## config.mk

```make
export PLATFORM = sky130hd
export DESIGN_NAME = framebuffer_arbiter
export DESIGN_NICKNAME = d
export VERILOG_FILES = /design/src/rtl/fb_pkg.sv /design/src/rtl/fb_write_fifo.sv /design/src/rtl/framebuffer_arbiter.sv
export SDC_FILE = /design/constraint.sdc
export NUM_CORES = 1
export LEC_CHECK = 0
export ABC_AREA = 1
export CAP_MARGIN = 10
export CORE_MARGIN = 4
export CORE_UTILIZATION = 38
export DETAILED_ROUTE_END_ITERATION = 16
export DONT_BUFFER_PORTS = 1
export GPL_ROUTABILITY_DRIVEN = 0
export SETUP_SLACK_MARGIN = 0.02
export SLEW_MARGIN = 10
export SYNTH_ARGS = -nofsm -noshare
export SYNTH_HDL_FRONTEND = slang
export SYNTH_SLANG_ARGS = --single-unit
```

## constraint.sdc

```tcl
create_clock -name clk -period 4.3 [get_ports clk]
set_input_delay 1.29 -clock clk [delete_from_list [all_inputs] [get_ports clk]]
set_output_delay 1.29 -clock clk [all_outputs]
set_load 0.01 [all_outputs]
```

## src/rtl/fb_pkg.sv

```systemverilog
`default_nettype none
// ============================================================================
// Module      : fb_pkg
// Description : Shared types for the framebuffer arbiter: default pixel field
//               widths, the buffered write record and the grant encoding.
// Revision    : 1.0 - initial release
// ============================================================================
package fb_pkg;

   localparam int unsigned c_XBITS     = 9;
   localparam int unsigned c_YBITS     = 8;
   localparam int unsigned c_COLORBITS = 3;

   // One buffered CPU pixel write.
   typedef struct packed {
      logic [c_XBITS-1:0]     x;
      logic [c_YBITS-1:0]     y;
      logic [c_COLORBITS-1:0] color;
   } pixel_wr_t;

   // Owner of the memory port for one cycle. Also used as the read-return tag.
   typedef enum logic [1:0] {
      GNT_NONE   = 2'd0,
      GNT_VGA    = 2'd1,
      GNT_CPU_RD = 2'd2,
      GNT_CPU_WR = 2'd3
   } grant_t;

endpackage
`default_nettype wire

```

## src/rtl/fb_write_fifo.sv

```systemverilog
`default_nettype none
// ============================================================================
// Module      : fb_write_fifo
// Description : Synchronous FIFO of buffered CPU pixel writes with occupancy,
//               full and empty outputs. Head entry is presented combinationally.
// Revision    : 1.0 - initial release
// ============================================================================
module fb_write_fifo
   import fb_pkg::*;
#(
   parameter int unsigned DEPTH = 4
) (
   input  logic                   clk_i,
   input  logic                   rst_ni,
   input  logic                   push_i,
   input  pixel_wr_t              push_data_i,
   input  logic                   pop_i,
   output pixel_wr_t              head_o,
   output logic                   full_o,
   output logic                   empty_o,
   output logic [$clog2(DEPTH):0] level_o
);

   localparam int unsigned AW = $clog2(DEPTH);
   localparam int unsigned LW = AW + 1;

   pixel_wr_t         store_q [DEPTH];
   logic [AW-1:0]     wr_ptr_q;
   logic [AW-1:0]     rd_ptr_q;
   logic [LW-1:0]     level_q;
   logic [LW-1:0]     level_d;
   logic              w_push;
   logic              w_pop;

   // Full is judged on registered occupancy only, so a same-cycle pop never
   // opens the door for a push.
   assign full_o  = (level_q == LW'(DEPTH));
   assign empty_o = (level_q == '0);
   assign w_push  = push_i && !full_o;
   assign w_pop   = pop_i && !empty_o;
   assign head_o  = store_q[rd_ptr_q];
   assign level_o = level_q;

   // Occupancy next-state: simultaneous push and pop leave it unchanged.
   always_comb begin
      level_d = level_q;
      case ({w_push, w_pop})
         2'b10:   level_d = level_q + LW'(1);
         2'b01:   level_d = level_q - LW'(1);
         default: level_d = level_q;
      endcase
   end

   // Entry storage; contents are don't-care while the slot is unoccupied.
   always_ff @(posedge clk_i) begin
      if (w_push) begin
         store_q[wr_ptr_q] <= push_data_i;
      end
   end

   // Pointers and occupancy.
   always_ff @(posedge clk_i or negedge rst_ni) begin
      if (!rst_ni) begin
         wr_ptr_q <= '0;
         rd_ptr_q <= '0;
         level_q  <= '0;
      end else begin
         if (w_push) wr_ptr_q <= wr_ptr_q + AW'(1);
         if (w_pop)  rd_ptr_q <= rd_ptr_q + AW'(1);
         level_q <= level_d;
      end
   end

endmodule
`default_nettype wire

```

## src/rtl/framebuffer_arbiter.sv

```systemverilog
`default_nettype none
// ============================================================================
// Module      : framebuffer_arbiter
// Description : Shares the single-port pixel framebuffer between VGA scan-out
//               reads, CPU reads and buffered CPU writes. VGA has priority; a
//               starvation guard forces a buffered write through when blocked
//               too long. Reads return data with a fixed 3-cycle latency.
// Revision    : 1.0 - initial release
// ============================================================================
module framebuffer_arbiter
   import fb_pkg::*;
#(
   parameter int unsigned XBits       = c_XBITS,
   parameter int unsigned YBits       = c_YBITS,
   parameter int unsigned ColorBits   = c_COLORBITS,
   parameter int unsigned FifoDepth   = 4,
   parameter int unsigned StarveLimit = 8
) (
   input  logic                       clk,
   input  logic                       reset,
   input  logic                       cpu_wr_valid,
   output logic                       cpu_wr_ready,
   input  logic [XBits-1:0]           cpu_wr_x,
   input  logic [YBits-1:0]           cpu_wr_y,
   input  logic [ColorBits-1:0]       cpu_wr_color,
   input  logic                       cpu_rd_valid,
   output logic                       cpu_rd_ready,
   input  logic [XBits-1:0]           cpu_rd_x,
   input  logic [YBits-1:0]           cpu_rd_y,
   output logic                       cpu_rd_rvalid,
   output logic [ColorBits-1:0]       cpu_rd_color,
   input  logic                       vga_req,
   input  logic [XBits-1:0]           vga_x,
   input  logic [YBits-1:0]           vga_y,
   output logic                       vga_rvalid,
   output logic [ColorBits-1:0]       vga_color,
   output logic                       vga_drop,
   output logic [XBits-1:0]           mem_x,
   output logic [YBits-1:0]           mem_y,
   output logic                       mem_we,
   output logic [ColorBits-1:0]       mem_wdata,
   input  logic [ColorBits-1:0]       mem_rdata,
   output logic [$clog2(FifoDepth):0] fifo_level
);

   localparam int unsigned STV_W = $clog2(StarveLimit + 1);
   localparam logic [STV_W-1:0] STARVE_MAX = STV_W'(StarveLimit);

   // Write FIFO interface. The record widths come from the package, so the
   // coordinate parameters are expected to keep their package defaults.
   pixel_wr_t                  w_wr_pix;
   pixel_wr_t                  w_head;
   logic                       w_full;
   logic                       w_empty;
   logic                       w_pop;
   logic [$clog2(FifoDepth):0] w_level;

   // Arbitration.
   grant_t                     w_grant;
   logic                       w_force;
   logic [STV_W-1:0]           starve_q;
   logic [STV_W-1:0]           starve_d;

   // Issue registers.
   logic [XBits-1:0]           mem_x_q,     mem_x_d;
   logic [YBits-1:0]           mem_y_q,     mem_y_d;
   logic                       mem_we_q,    mem_we_d;
   logic [ColorBits-1:0]       mem_wdata_q, mem_wdata_d;

   // Read-return tag pipe: stage 1 = address on the memory bus,
   // stage 2 = memory data valid and captured at the end of the cycle.
   grant_t                     tag1_q, tag1_d;
   grant_t                     tag2_q;

   // Return registers.
   logic                       vga_rvalid_q;
   logic                       cpu_rd_rvalid_q;
   logic [ColorBits-1:0]       vga_color_q;
   logic [ColorBits-1:0]       cpu_rd_color_q;
   logic                       vga_drop_q;

   assign w_wr_pix.x     = cpu_wr_x;
   assign w_wr_pix.y     = cpu_wr_y;
   assign w_wr_pix.color = cpu_wr_color;

   fb_write_fifo #(
      .DEPTH       (FifoDepth)
   ) u_wr_fifo (
      .clk_i       (clk),
      .rst_ni      (reset),
      .push_i      (cpu_wr_valid),
      .push_data_i (w_wr_pix),
      .pop_i       (w_pop),
      .head_o      (w_head),
      .full_o      (w_full),
      .empty_o     (w_empty),
      .level_o     (w_level)
   );

   assign w_force = (starve_q == STARVE_MAX) && !w_empty;
   assign w_pop   = (w_grant == GNT_CPU_WR);

   // Fixed-priority grant: forced write, VGA, CPU read (only with an empty
   // FIFO so reads observe every earlier write), write drain, idle.
   always_comb begin
      w_grant = GNT_NONE;
      if (w_force) begin
         w_grant = GNT_CPU_WR;
      end else if (vga_req) begin
         w_grant = GNT_VGA;
      end else if (cpu_rd_valid && w_empty) begin
         w_grant = GNT_CPU_RD;
      end else if (!w_empty) begin
         w_grant = GNT_CPU_WR;
      end
   end

   // Issue next-state: the winner's address goes onto the bus next cycle; on
   // idle cycles the address holds and the write strobe drops.
   always_comb begin
      mem_x_d     = mem_x_q;
      mem_y_d     = mem_y_q;
      mem_we_d    = 1'b0;
      mem_wdata_d = mem_wdata_q;
      tag1_d      = GNT_NONE;
      case (w_grant)
         GNT_VGA: begin
            mem_x_d = vga_x;
            mem_y_d = vga_y;
            tag1_d  = GNT_VGA;
         end
         GNT_CPU_RD: begin
            mem_x_d = cpu_rd_x;
            mem_y_d = cpu_rd_y;
            tag1_d  = GNT_CPU_RD;
         end
         GNT_CPU_WR: begin
            mem_x_d     = w_head.x;
            mem_y_d     = w_head.y;
            mem_we_d    = 1'b1;
            mem_wdata_d = w_head.color;
         end
         default: begin
            tag1_d = GNT_NONE;
         end
      endcase
   end

   // Starvation counter next-state: counts cycles with pending writes but no
   // drain, clears on any drain, saturates at the limit.
   always_comb begin
      starve_d = starve_q;
      if (w_grant == GNT_CPU_WR) begin
         starve_d = '0;
      end else if (!w_empty && (starve_q != STARVE_MAX)) begin
         starve_d = starve_q + STV_W'(1);
      end
   end

   // Issue registers and starvation counter.
   always_ff @(posedge clk or negedge reset) begin
      if (!reset) begin
         mem_x_q     <= '0;
         mem_y_q     <= '0;
         mem_we_q    <= 1'b0;
         mem_wdata_q <= '0;
         starve_q    <= '0;
      end else begin
         mem_x_q     <= mem_x_d;
         mem_y_q     <= mem_y_d;
         mem_we_q    <= mem_we_d;
         mem_wdata_q <= mem_wdata_d;
         starve_q    <= starve_d;
      end
   end

   // Tag pipe and tag-steered capture of memory read data; reset discards
   // anything in flight so no stale rvalid ever appears.
   always_ff @(posedge clk or negedge reset) begin
      if (!reset) begin
         tag1_q          <= GNT_NONE;
         tag2_q          <= GNT_NONE;
         vga_rvalid_q    <= 1'b0;
         cpu_rd_rvalid_q <= 1'b0;
         vga_color_q     <= '0;
         cpu_rd_color_q  <= '0;
         vga_drop_q      <= 1'b0;
      end else begin
         tag1_q          <= tag1_d;
         tag2_q          <= tag1_q;
         vga_rvalid_q    <= (tag2_q == GNT_VGA);
         cpu_rd_rvalid_q <= (tag2_q == GNT_CPU_RD);
         if (tag2_q == GNT_VGA) begin
            vga_color_q <= mem_rdata;
         end
         if (tag2_q == GNT_CPU_RD) begin
            cpu_rd_color_q <= mem_rdata;
         end
         vga_drop_q      <= w_force && vga_req;
      end
   end

   assign cpu_wr_ready  = !w_full;
   assign cpu_rd_ready  = (w_grant == GNT_CPU_RD);
   assign cpu_rd_rvalid = cpu_rd_rvalid_q;
   assign cpu_rd_color  = cpu_rd_color_q;
   assign vga_rvalid    = vga_rvalid_q;
   assign vga_color     = vga_color_q;
   assign vga_drop      = vga_drop_q;
   assign mem_x         = mem_x_q;
   assign mem_y         = mem_y_q;
   assign mem_we        = mem_we_q;
   assign mem_wdata     = mem_wdata_q;
   assign fifo_level    = w_level;

endmodule
`default_nettype wire

```

==> results.rst <==
.. list-table::
   :header-rows: 1

   * - Metric
     - Value
   * - Run status
     - finished clean
   * - Transition time at the pin with the least slew margin
     - 1.10 ns
   * - Class of the worst hold path
     - reg2reg
   * - I/O pin total
     - 97
   * - Netlist area before placement
     - 5620 um2
   * - Yosys warns
     - 0
   * - Detail Placement HPWL
     - 8120 um
   * - Core area
     - 14500 um2
   * - Number of resized instances in the post-cts repair step
     - 0
   * - Effective utilization at floorplan
     - 0.387
   * - Number of buffers on the longest clock path
     - 2
   * - Clock network latency to the later pin of the worst-skew pair
     - 0.41 ns
   * - Via density per instance
     - 4.74
   * - CP required
     - around 3 ns
   * - Max-slew violation count
     - 0
   * - Cts bufs inserted
     - 17
   * - H-tree lvl count
     - 4
   * - Root buffer cell
     - sky130_fd_sc_hd__clkbuf_16
   * - Global-route wire length before repair
     - 18900 um
   * - Vias
     - 3745
   * - Most frequent cells in the layout
     - sky130_fd_sc_hd__nand2_1, sky130_fd_sc_hd__inv_1, sky130_fd_sc_hd__edfxtp_1
   * - Total congestion overflow
     - 0
   * - Post-CTS setup buffer count
     - 0
   * - Std cell rows
     - 44
   * - Ratio of cells with drive above 1 in the final layout
     - 0.0875
   * - Layout-stage area growth over the synthesis result
     - 14.7%
   * - Detailed Routing Iterations Pass 1
     - 4
   * - Maximum operating frequency
     - 317 MHz
   * - Proportion of synthesized chip area in sequential cells
     - 0.627
   * - Die height
     - 130 um
   * - Maximum capacitance violations
     - 0
   * - Power per cell area
     - 705 nW/um2
   * - Hold Worst Slack
     - 0.349 ns
   * - Min Tclk post-route
     - 3.15 ns
   * - Antenna cell count
     - 0
   * - Worst path arrival time
     - 1.86 ns
   * - Sum of negative setup slack
     - 0 ns
   * - Count of nets left with antenna violations after detail routing
     - 0
   * - Clock slew at the register clock pins of the worst setup and hold paths
     - ~0.06 ns
   * - Number of violations reported at the end of detailed-routing iteration 0
     - 200
   * - Number of nets at the end of the flow
     - 663
   * - Period utilisation layout
     - 0.733
   * - Maximum number of pins on one net before global-route repair
     - 46
   * - Critical path launch point type
     - primary input
   * - Remaining DRCs
     - 0
   * - Maximum clock skew at final layout
     - 0.00826 ns
   * - Net count after synthesis
     - 659
   * - Overall Global Routing Usage
     - 0.152
   * - Final Setup Violations
     - 0
   * - Number of cells produced by synthesis
     - a little under 600
   * - Mean routed wirelength per cell
     - 15.6 um
   * - Number of global-route vias before repair
     - 3664
   * - Final Util
     - 0.444
   * - Leakage power total
     - 3.04 nW
   * - Number of synthesized register bits
     - 125
   * - Total count of hold-check failures in the final report
     - 0
   * - Width of the die
     - 130 um
   * - Number of buffers added to fix hold violations after cts
     - 0
   * - Maximum net fanout on the critical path
     - 18
   * - Relative slew slack
     - 0.264
   * - Synth cell types
     - 26
   * - TritonCTS clock tree
     - yes
   * - Largest vdd supply drop
     - 273 uV
   * - Mean Syn Cell Area
     - 9.55 um2
   * - Kind of end point of the critical path
     - primary output
   * - Count of input and output buffers
     - 0
   * - Number of antenna violations at the first check in global routing
     - 0
   * - Die area
     - 16800 um2
   * - Clock sinks
     - 125
   * - Type of the worst setup path
     - in2out
   * - Unrepaired setup endpoints after global routing
     - no
   * - Most frequent standard cell in the layout excluding fill and tap cells
     - sky130_fd_sc_hd__nand2_1
   * - Total wirelength of the detailed-routed design
     - 12300 um
## report_power, final
| part | switching (mW) | internal, mW | total [mW] |
|---|---|---|---|
| combinational | 0.779 | 0.379 | 1.16 |
| clock | 0.526 | 0.980 | 1.51 |
| sequential | 0.264 | 1.62 | 1.88 |
| total | 1.57 | 2.98 | 4.55 |
## path summary, 6_finish.rpt
| kind | start | depth (start not counted) | slack [ns] | endpoint |
|---|---|---|---|---|
| max | vga_req | 3 | 1.15 | cpu_rd_ready |
| min | tag1_q[0] | 0 | 0.35 | tag2_q[0] |
| max reg2reg | u_wr_fifo.rd_ptr_q[1] | 7 | 1.93 | mem_y[1] |
| min reg2reg | tag1_q[0] | 0 | 0.35 | tag2_q[0] |
| max in group asynchronous | reset | 0 | 3.63 | cpu_rd_color[2] |
| min in group asynchronous | reset | 0 | 0.58 | mem_y[4] |
## Yosys cell counts, drive strengths merged
cell / count / area (um2)
o22ai: 3 / 18.8
edfxtp: 80 / 2400
nor2: 26 / 138
nand2: 162 / 621
dfrtp: 45 / 1130
fa: 1 / 20.0
clkbuf: 5 / 18.8
nand3: 74 / 370
buf: 16 / 97.6
a21oi: 6 / 33.8
xor2: 5 / 43.8
xnor2: 1 / 8.76
o21ai: 33 / 169
inv: 125 / 469
ha: 7 / 87.6
## worst max-delay path: stages
cell and delay [ns]:
sky130_fd_sc_hd__nor2_8 0.23, sky130_fd_sc_hd__inv_2 0.12, sky130_fd_sc_hd__nor2_1 0.21
## flip-flops by register name, indices dropped and copies added (netlist names)
name,cells
cpu_rd_color,3
cpu_rd_rvalid,1
mem_wdata,3
mem_we,1
mem_x,9
mem_y,8
starve_q,4
tag1_q,2
tag2_q,2
u_wr_fifo.level_o,3
u_wr_fifo.rd_ptr_q,2
u_wr_fifo.store_q,80
u_wr_fifo.wr_ptr_q,2
vga_color,3
vga_drop,1
vga_rvalid,1
## per-stage QoR
| step | std cells | setup slack (ns) | instance area [um2] | total power [mW] |
|---|---|---|---|---|
| 2_1_floorplan | 589 | 1.22 | 5620 | 2.71 |
| 3_3_place_gp | 757 | 1.17 | 5790 | 2.99 |
| 3_5_place_dp | 757 | 1.15 | 5790 | 3.05 |
| 4_1_cts | 789 | 1.15 | 6420 | 4.56 |
| 5_1_grt | 790 | 1.11 | 6450 | 4.85 |
| 6_report | 790 | 1.15 | 6450 | 4.55 |
## cells by family after synthesis
kind of cell,Yosys count,share of synthesized area
flip-flops,125,0.627
XOR/XNOR,6,0.00934
buffers and inverters,146,0.104
adder cells (fa/ha/maj),8,0.0191
AND/OR/NAND/NOR,262,0.201
AO/OA/AOI/OAI,42,0.0394
## area by class of cell
class / instances / area [um2]
Tap cell: 184 / 230
Timing Repair Buffer: 6 / 65.1
Clock buffer: 17 / 425
Inverter: 125 / 469
Multi-Input combinational cell: 318 / 1520
Clock inverter: 15 / 211
Fill cell: 1336 / 8080
Sequential cell: 125 / 3530
## metal layers
metal  global-route usage  routed length [um]  up-vias
li1                     -                   -     1853
met1                0.167                4910     1749
met2                0.255                5860      124
met3               0.0664                1260       19
met4               0.0672                 295        0
met5                    0                   0        -
Note: power is estimated with default switching activity, not from simulation.
